[src/rtl/fano_sync_pkg.sv]
// Shared constants for the request/acknowledge synchroniser wrapper:
// FSM state encoding and default parameter values.
package fano_sync_pkg;
  localparam logic [1:0] ST_IDLE  = 2'd0;
  localparam logic [1:0] ST_START = 2'd1;
  localparam logic [1:0] ST_RUN   = 2'd2;
  localparam logic [1:0] ST_ACK   = 2'd3;

  localparam int DEF_CNT_W   = 4;
  localparam int DEF_TMO_W   = 16;
  localparam int DEF_TMO_VAL = 50000;
endpackage

[src/rtl/sync_req_ctrl_if.sv]
// Control bundle between the synchroniser/decoder wrapper and sync_req_ctrl.
interface sync_req_ctrl_if
  import fano_sync_pkg::*;
#(
  parameter int CNT_W = DEF_CNT_W
);
  logic             i_req_tgl;
  logic             i_done;
  logic             i_clr;
  logic             o_start;
  logic             o_ack_tgl;
  logic [CNT_W-1:0] o_pending;
  logic             o_overflow;
  logic             o_timeout;

  modport master (
    output i_req_tgl, i_done, i_clr,
    input  o_start, o_ack_tgl, o_pending, o_overflow, o_timeout
  );

  modport slave (
    input  i_req_tgl, i_done, i_clr,
    output o_start, o_ack_tgl, o_pending, o_overflow, o_timeout
  );
endinterface

[src/rtl/sync_req_ctrl_tgl_edge_det.sv]
// Toggle-to-event converter. The first clock after reset only captures the
// input level, so a toggle line that is already high never fakes an event.
module tgl_edge_det (
  input  logic i_clk,
  input  logic i_rst_n,
  input  logic i_tgl,
  output logic o_event
);
  logic req_d_q, req_d_d;
  logic primed_q, primed_d;

  always_comb begin
    req_d_d  = i_tgl;
    primed_d = 1'b1;
  end

  always_ff @(posedge i_clk or negedge i_rst_n) begin
    if (!i_rst_n) begin
      req_d_q  <= 1'b0;
      primed_q <= 1'b0;
    end else begin
      req_d_q  <= req_d_d;
      primed_q <= primed_d;
    end
  end

  assign o_event = primed_q & (i_tgl ^ req_d_q);
endmodule

[src/rtl/sync_req_ctrl.sv]
// Destination-domain request controller: queues toggle requests, issues
// decoder start pulses, waits for done/timeout and returns a toggle ack.
module sync_req_ctrl
  import fano_sync_pkg::*;
#(
  parameter int CNT_W   = DEF_CNT_W,
  parameter int TMO_W   = DEF_TMO_W,
  parameter int TMO_VAL = DEF_TMO_VAL
) (
  input  logic            i_clk,
  input  logic            i_rst_n,
  sync_req_ctrl_if.slave  bus
);
  localparam logic [CNT_W-1:0] CNT_MAX  = '1;
  localparam logic [TMO_W-1:0] TMO_LAST = TMO_W'(TMO_VAL - 1);

  logic [1:0]       state_q, state_d;
  logic [CNT_W-1:0] pending_q, pending_d;
  logic [TMO_W-1:0] tmo_cnt_q, tmo_cnt_d;
  logic             ovf_q, ovf_d, ovf_set;
  logic             start_q, start_d;
  logic             timeout_q, timeout_d;
  logic             ack_q, ack_d;
  logic             evt, dec;

  tgl_edge_det u_req_edge (
    .i_clk   (i_clk),
    .i_rst_n (i_rst_n),
    .i_tgl   (bus.i_req_tgl),
    .o_event (evt)
  );

  assign dec = (state_q == ST_IDLE) && (pending_q != '0);

  // Simultaneous enqueue and dequeue cancel; a full queue drops the event.
  always_comb begin
    pending_d = pending_q;
    ovf_set   = 1'b0;
    if (evt && !dec) begin
      if (pending_q == CNT_MAX) ovf_set = 1'b1;
      else                      pending_d = pending_q + 1'b1;
    end else if (!evt && dec) begin
      pending_d = pending_q - 1'b1;
    end
    ovf_d = ovf_set | (ovf_q & ~bus.i_clr);
  end

  // Pulse outputs are registered alongside the state they belong to.
  always_comb begin
    state_d   = state_q;
    tmo_cnt_d = tmo_cnt_q;
    start_d   = 1'b0;
    timeout_d = 1'b0;
    ack_d     = ack_q;
    case (state_q)
      ST_IDLE: if (dec) begin
        state_d = ST_START;
        start_d = 1'b1;
      end
      ST_START: begin
        state_d   = ST_RUN;
        tmo_cnt_d = '0;
      end
      ST_RUN: begin
        if (bus.i_done) begin
          state_d = ST_ACK;
        end else if (tmo_cnt_q == TMO_LAST) begin
          state_d   = ST_ACK;
          timeout_d = 1'b1;
        end else begin
          tmo_cnt_d = tmo_cnt_q + 1'b1;
        end
      end
      ST_ACK: begin
        state_d = ST_IDLE;
        ack_d   = ~ack_q;
      end
    endcase
  end

  always_ff @(posedge i_clk or negedge i_rst_n) begin
    if (!i_rst_n) begin
      state_q   <= ST_IDLE;
      pending_q <= '0;
      tmo_cnt_q <= '0;
      ovf_q     <= 1'b0;
      start_q   <= 1'b0;
      timeout_q <= 1'b0;
      ack_q     <= 1'b0;
    end else begin
      state_q   <= state_d;
      pending_q <= pending_d;
      tmo_cnt_q <= tmo_cnt_d;
      ovf_q     <= ovf_d;
      start_q   <= start_d;
      timeout_q <= timeout_d;
      ack_q     <= ack_d;
    end
  end

  assign bus.o_start    = start_q;
  assign bus.o_timeout  = timeout_q;
  assign bus.o_ack_tgl  = ack_q;
  assign bus.o_pending  = pending_q;
  assign bus.o_overflow = ovf_q;
endmodule
[src/flat_wrapper.sv]
// flat-port wrapper written by rule: the top's interface ports become plain ports
module sync_req_ctrl_flat import fano_sync_pkg::*;
#(
  parameter int CNT_W   = DEF_CNT_W,
  parameter int TMO_W   = DEF_TMO_W,
  parameter int TMO_VAL = DEF_TMO_VAL
)
  (i_clk, i_rst_n, bus_i_req_tgl, bus_i_done, bus_i_clr, bus_o_start, bus_o_ack_tgl, bus_o_pending, bus_o_overflow, bus_o_timeout);
  sync_req_ctrl_if #(.CNT_W(CNT_W)) bus_i ();
  input  logic i_clk;
  input  logic i_rst_n;
  input wire logic [$bits(bus_i.i_req_tgl)-1:0] bus_i_req_tgl;
  input wire logic [$bits(bus_i.i_done)-1:0] bus_i_done;
  input wire logic [$bits(bus_i.i_clr)-1:0] bus_i_clr;
  output wire logic [$bits(bus_i.o_start)-1:0] bus_o_start;
  output wire logic [$bits(bus_i.o_ack_tgl)-1:0] bus_o_ack_tgl;
  output wire logic [$bits(bus_i.o_pending)-1:0] bus_o_pending;
  output wire logic [$bits(bus_i.o_overflow)-1:0] bus_o_overflow;
  output wire logic [$bits(bus_i.o_timeout)-1:0] bus_o_timeout;
  assign bus_i.i_req_tgl = bus_i_req_tgl;
  assign bus_i.i_done = bus_i_done;
  assign bus_i.i_clr = bus_i_clr;
  assign bus_o_start = bus_i.o_start;
  assign bus_o_ack_tgl = bus_i.o_ack_tgl;
  assign bus_o_pending = bus_i.o_pending;
  assign bus_o_overflow = bus_i.o_overflow;
  assign bus_o_timeout = bus_i.o_timeout;
  sync_req_ctrl #(.CNT_W(CNT_W), .TMO_W(TMO_W), .TMO_VAL(TMO_VAL)) u_core (.i_clk(i_clk), .i_rst_n(i_rst_n), .bus(bus_i));
endmodule
[config.mk]
export PLATFORM = sky130hd
export DESIGN_NAME = sync_req_ctrl_flat
export DESIGN_NICKNAME = d
export VERILOG_FILES = /design/src/rtl/fano_sync_pkg.sv /design/src/rtl/sync_req_ctrl_if.sv /design/src/rtl/sync_req_ctrl_tgl_edge_det.sv /design/src/rtl/sync_req_ctrl.sv /design/src/flat_wrapper.sv
export SDC_FILE = /design/constraint.sdc
export NUM_CORES = 1
export LEC_CHECK = 0
export CORE_UTILIZATION = 41
export DETAILED_ROUTE_END_ITERATION = 10
export GPL_ROUTABILITY_DRIVEN = 0
export SYNTH_ARGS = -nofsm -noshare
export SYNTH_HDL_FRONTEND = slang
export SYNTH_SLANG_ARGS = --single-unit
[constraint.sdc]
create_clock -name i_clk -period 4.03 [get_ports i_clk]
set_input_delay 0.806 -clock i_clk [delete_from_list [all_inputs] [get_ports i_clk]]
set_output_delay 0.806 -clock i_clk [all_outputs]
set_load 0.1 [all_outputs]
# After elaboration in Yosys (flattened, before gate mapping)
# Index checks and enable logic that the tools add are counted.
[word_totals] register_bits=28 inputBits=5 elab_cells=57
[op_classes] addsub=3 n_eq_ne=10 n_mux=17 n_bitwise=6 n_reduce_logical=12
[op_table] cell="$mux W16" count=2
[op_table] cell="$pmux W16 S2" count=1
[op_table] cell="$add A16 B1 Y16 const B" count=1
[op_table] cell="$eq A16 B16 Y1 const B" count=1
[op_table] cell="$mux W4" count=3
[op_table] cell="$pmux W2 S4" count=1
[op_table] cell="$mux W1" count=7
[op_table] cell="$mux W2" count=3
[op_table] cell="$ne A2 B2 Y1 const B" count=3
[op_table] cell="$add A4 B1 Y4 const B" count=1
[op_table] cell="$eq A2 B2 Y1 const B" count=2
[op_table] cell="$eq A4 B4 Y1 const B" count=1
[op_table] cell="$reduce_and A2 Y1" count=2
[op_table] cell="$reduce_bool A2 Y1" count=2
[op_table] cell="$reduce_bool A4 Y1" count=1
[op_table] cell="$sub A4 B1 Y4 const B" count=1
[op_table] cell="$logic_and A1 B1 Y1" count=3
[op_table] cell="$ne A3 B2 Y1 const B" count=1
[op_table] cell="$reduce_and A3 Y1" count=1
[op_table] cell="$and A1 B1 Y1" count=2
[op_table] cell="$eq A2 B1 Y1 const B" count=1
[op_table] cell="$logic_not A1 Y1" count=2
[op_table] cell="$logic_not A2 Y1" count=1
[op_table] cell="$ne A2 B1 Y1 const B" count=1
[op_table] cell="3 further kinds" count=4

# Longest topological paths before layout
[depth] ltp_word=6 depth_mapped=9 mapped_depth_nobuf=9

# Cells and area by module
# Synthesis repeated with hierarchy kept, for this count alone.
[unflattened] cells_unflattened=154 hier_area_um2=1562.7
[by_module_without_submodules] module="sync_req_ctrl" n_inst=1 cells_each=149 area_per_inst_um2=1493.9 seq_area_each_um2=650.6
[by_module_without_submodules] module="tgl_edge_det" n_inst=1 cells_each=5 area_per_inst_um2=68.8 seq_area_each_um2=50.0

# Worst setup path after synthesis
# Ideal clock, no wire load.
[synth_path] path_type="reg2reg" start="register u_core.pending_q[0] (netlist: u_core.bus.o_pending[0])" end="register u_core.pending_q[3] (netlist: u_core.bus.o_pending[3])" setup_time_ps=164 t_arrival_ps=2489 required_ps=3866 setup_slack_ps=1377 stages_incl_launch_ff=8 path_cell_list="dfrtp_1 o41ai_2 nand3_1 ha_1 a21o_1 a21oi_1 mux2i_1 xor2_1"
[synth_between] elab_chain_cells=6
[synth_lines] element="start, declared" line="sync_req_ctrl.sv:18" text="logic [CNT_W-1:0] pending_q, pending_d;"
[synth_lines] element="start signal, assigned" line="sync_req_ctrl.sv:92" text="pending_q <= pending_d;"
[synth_lines] element="parallel branches: the longest is 6 deep, another holds $sub A4 B1 Y4"
# Several ways; the timed one is not identified. The select of a mux whose other input is x is not followed.
# A chain may end at the register's enable or synchronous reset.

# Worst setup path in the final report
[layout_path] start="register u_core.pending_q[0] (netlist: u_core.bus.o_pending[0])" end="output port bus_o_pending[0]"
[layout_lines] element="end, declared" line="flat_wrapper.sv:17" text="output wire logic [$bits(bus_i.o_pending)-1:0] bus_o_pending;"
# No word-level cell between the ends.

==> summary.md <==
For this run, the top clock speed supported by timing is 0.348 GHz. The remaining max-slew budget at the tightest pin is 35.0%, and the power density normalized to cell area is 690 mW/mm2. The post-synthesis cell count came out at 137.

The die is 61.9 um wide. The register bit count reported by yosys was 28. The synthesized area per cell works out to 10.7 um2. By area the synthesized netlist is led by sky130_fd_sc_hd__dfrtp_1 (48%), sky130_fd_sc_hd__ha_1 (6.0%), sky130_fd_sc_hd__xor2_1 (4.8%). Measured in cells, the most critical reg-to-reg path has a length of 7. The tools report the total half-perimeter wirelength after legalization and detailed placement as 2070 um. By startpoint and endpoint, the worst setup path is classified as flop to primary output. The buffering stage count on the worst path with inverters included came out at 1. The hold buffer count at CTS came out at 0.

Kind of start point of the critical path: a flop. Die extent in y: 61.9 um. Along the worst path, the maximum fanout reaches 7.

The tools report the kind of end point of the critical path as a primary output. Prior to clock tree synthesis, the placed netlist has a worst setup slack of 1160 ps. The sum of routed wire length over all layers was 2800 um.

Longest individual stage delay on the worst path: 1190 ps. The clock slew seen by the registers of the worst setup and hold paths was 160 ps. In this run the critical register-to-register path is captured at u_core.bus.o_pending[3]. The mean number of vias per cell is 5.41, and the final setup skew is 6.41 ps.

The hold path depth came out at 1. Broken down by cell family, the worst path's largest delay share belongs to buffers and inverters. For the number of max-cap violations, the log shows 0. The worst register-to-register path begins at u_core.bus.o_pending[0]. The number of global-route vias before repair is 1050, and the final critical-path required period is 2870 ps. Global routing consumed, over all layers together, 17.0% of the routing resources.

After detailed routing, the average wire length per cell comes to 14.2 um. Data on the critical path arrives at its endpoint at 2070 ps. The count of nets left with antenna violations once routing finished came out at 0. The post-route netlist has 7.89% of its cells at a drive strength greater than 1.

The synthesized design spends more area on one cell type than any other, namely sky130_fd_sc_hd__dfrtp_1. Setup repair after global routing left no endpoint under its margin. Post-cts repair resize count: 0.

The capture endpoint of the worst hold path is u_core.bus.o_ack_tgl. After synthesis, the netlist uses 41 different library cells. In this run the tool buffered the top-level ports with 12 buffer cells.

The number of antenna diodes in the final layout is 0. The most numerous cell in the Yosys netlist was sky130_fd_sc_hd__dfrtp_1. The tools report the final count of pins violating max slew as 0. Traced cell by cell, the critical path runs through clkdlybuf4s50_1.

The number of placed instances, taps included, is 194. Share of synthesized flip-flops with an asynchronous set or reset: 100%. Yosys mapped a number of flops with a built-in enable equal to 0. STA puts the critical path data required time at 3220 ps. The violation count after the first detailed-route iteration is 50. Beginning of the worst hold path: u_core.bus.o_ack_tgl. The synthesized design devotes to its leading area cell type 47.7% of total area.

Across all layers, the routed design uses 1071 vias. The number of antenna violations at the first check in global routing is 0. The static power due to leakage was 0.000764 uW.

TritonCTS built the clock tree. For the number of levels the H-tree was split into, the log shows 1. In this run the worst hold path is classified as flop to flop. Summing every instance area after synthesis gives 0.00147 mm2. In this run the deepest clock path goes through 2 buffers.

Setup violations remaining at the end of the flow were counted as 0. The most frequently used flop master after synthesis is sky130_fd_sc_hd__dfrtp_1. The count of boundary I/O pins came out at 13.

Among all stages on the critical path, the largest delay is contributed by sky130_fd_sc_hd__clkdlybuf4s50_1. The first global-routing pass estimated 4840 um of wire. The number of nets handed over by synthesis was 150. After floorplanning, the core was sized to cover 0.00339 mm2. Number of iterations in the first detailed-routing pass: 4. The commonest cells after synthesis are sky130_fd_sc_hd__dfrtp_1 (28), sky130_fd_sc_hd__nor2_1 (8), sky130_fd_sc_hd__xor2_1 (8).

The flow ran to the end, and the final reports show no timing, DRC or antenna violations. During synthesis, Yosys emitted a total of 0 warnings. The area growth from synthesis to layout is 15.6%.

After the flow finishes, the layout carries non-filler instances totaling 198. The post-route fraction of the period consumed by the critical path is 71.3%, and the total design power is 1170 uW. The initialized floorplan defines 21 standard-cell rows. The run gives 47.7% as the portion of the post-synthesis area used by sequential elements. Final core area utilization: 50.1%. The worst-skew pair later-pin latency was 320 ps. The run gives 43.4% as the starting utilization of the core area.

Summed over all failing endpoints, the final setup total negative slack is 0 ps. The setup slack of the most critical reg-to-reg path is 1640 ps, and the CTS sink count is 28. The number of nets in the layout was 166; the area of the die was 0.00383 mm2.

For the pin with the worst max-slew slack, the measured transition is 971 ps. Maximum number of pins on one net before global-route repair: 29. After global routing the overflow that remains totals 0.

The worst setup slack after layout is 1160 ps. CTS placed an instance of sky130_fd_sc_hd__clkbuf_4 at the clock tree root. In this run, CTS created clock tree buffers numbering 3.

In this run the post-CTS setup repair buffer count came out at 0. The logs give 0 for the count of final hold-check violations and 0 for the residual DRC count. The tools report the largest vdd supply drop as 0.000394 V.
[state kept, by name, summed over array words and instances (netlist names)]
name,count
u_core.tmo_cnt_q,16
u_core.bus.o_pending,4
u_core.state_q,2
u_core.bus.o_ack_tgl,1
u_core.bus.o_overflow,1
u_core.bus.o_start,1
u_core.bus.o_timeout,1
u_core.u_req_edge.primed_q,1
u_core.u_req_edge.req_d_q,1
[kinds of logic (layout without fill, tap and decap cells)]
group,Yosys count,count (layout),share of synthesized area [%]
adders and majority gates,8,8,7.32
DFF,28,28,47.7
buffers and inverters,8,23,2.13
xor gates and xnor gates,12,12,7.15
and+or+nand+nor,55,55,22.2
AOI/OAI and AO/OA,19,19,8.94
other,1,1,0.255
muxes,6,6,4.34
[cell type report]
type	count	area, um2
timing repair buffer	13	128
multi-input combinational	101	738
clock buffer	3	22.5
inverter	6	22.5
fill	302	1690
sequential	28	701
clock inverter	1	30.0
tap	46	57.6
[where the power goes]
| group | total (uW) | switching (uW) | internal (uW) | leakage [uW] |
|---|---|---|---|---|
| registers | 414 | 74.7 | 339 | 0.000367 |
| logic | 574 | 388 | 186 | 0.000369 |
| clock network | 185 | 84.2 | 101 | 0.0000279 |
[placed cells by master (no fill, tap or decap), types with 2 or more instances in the layout]
cell | synthesis | layout
sky130_fd_sc_hd__a21o_1 | 2 | 2
sky130_fd_sc_hd__a21oi_1 | 6 | 6
sky130_fd_sc_hd__and2_1 | 2 | 2
sky130_fd_sc_hd__and3_1 | 4 | 4
sky130_fd_sc_hd__clkbuf_4 | 0 | 3
sky130_fd_sc_hd__clkdlybuf4s50_1 | 0 | 12
sky130_fd_sc_hd__dfrtp_1 | 28 | 28
sky130_fd_sc_hd__ha_1 | 7 | 7
sky130_fd_sc_hd__inv_1 | 6 | 6
sky130_fd_sc_hd__mux2_2 | 3 | 3
sky130_fd_sc_hd__mux2i_1 | 3 | 3
sky130_fd_sc_hd__nand2_1 | 7 | 7
sky130_fd_sc_hd__nand3_1 | 7 | 7
sky130_fd_sc_hd__nand4_1 | 6 | 6
sky130_fd_sc_hd__nor2_1 | 8 | 8
sky130_fd_sc_hd__nor3_1 | 3 | 3
sky130_fd_sc_hd__nor4_1 | 2 | 2
sky130_fd_sc_hd__nor4b_1 | 2 | 2
sky130_fd_sc_hd__nor4bb_1 | 2 | 2
sky130_fd_sc_hd__o21ai_0 | 3 | 3
sky130_fd_sc_hd__o31ai_1 | 2 | 2
sky130_fd_sc_hd__or3_1 | 3 | 3
sky130_fd_sc_hd__xnor2_1 | 4 | 4
sky130_fd_sc_hd__xor2_1 | 8 | 8
[through the flow]
step	cell area, um2	hold slack, ps
3_3_place_gp	1650	457
6_report	1700	485
3_5_place_dp	1650	461
5_1_grt	1700	520
2_1_floorplan	1470	474
4_1_cts	1700	486
[how the worst max path moves through the flow]
stage / start / to / slack (ps) / cells after the start
6_report: u_core.bus.o_pending[0] / bus_o_pending[0] / 1160 / 1
5_1_grt: u_core.bus.o_pending[0] / bus_o_pending[0] / 1050 / 1
4_1_cts: u_core.bus.o_pending[0] / bus_o_pending[0] / 1120 / 1
3_5_place_dp: bus_i_req_tgl / u_core.bus.o_pending[3] / 1160 / 8
3_3_place_gp: bus_i_req_tgl / u_core.bus.o_pending[3] / 1210 / 8
2_1_floorplan: u_core.bus.o_pending[0] / u_core.bus.o_pending[3] / 1380 / 7
[metal layers]
layer	wire length, um	GRT usage (%)	vias up
met5	0	0	-
met4	23	6.67	0
met3	65	2.28	2
met2	1310	26.7	11
met1	1400	24.0	538
li1	-	-	520
Note: power is estimated with default switching activity, not from simulation.
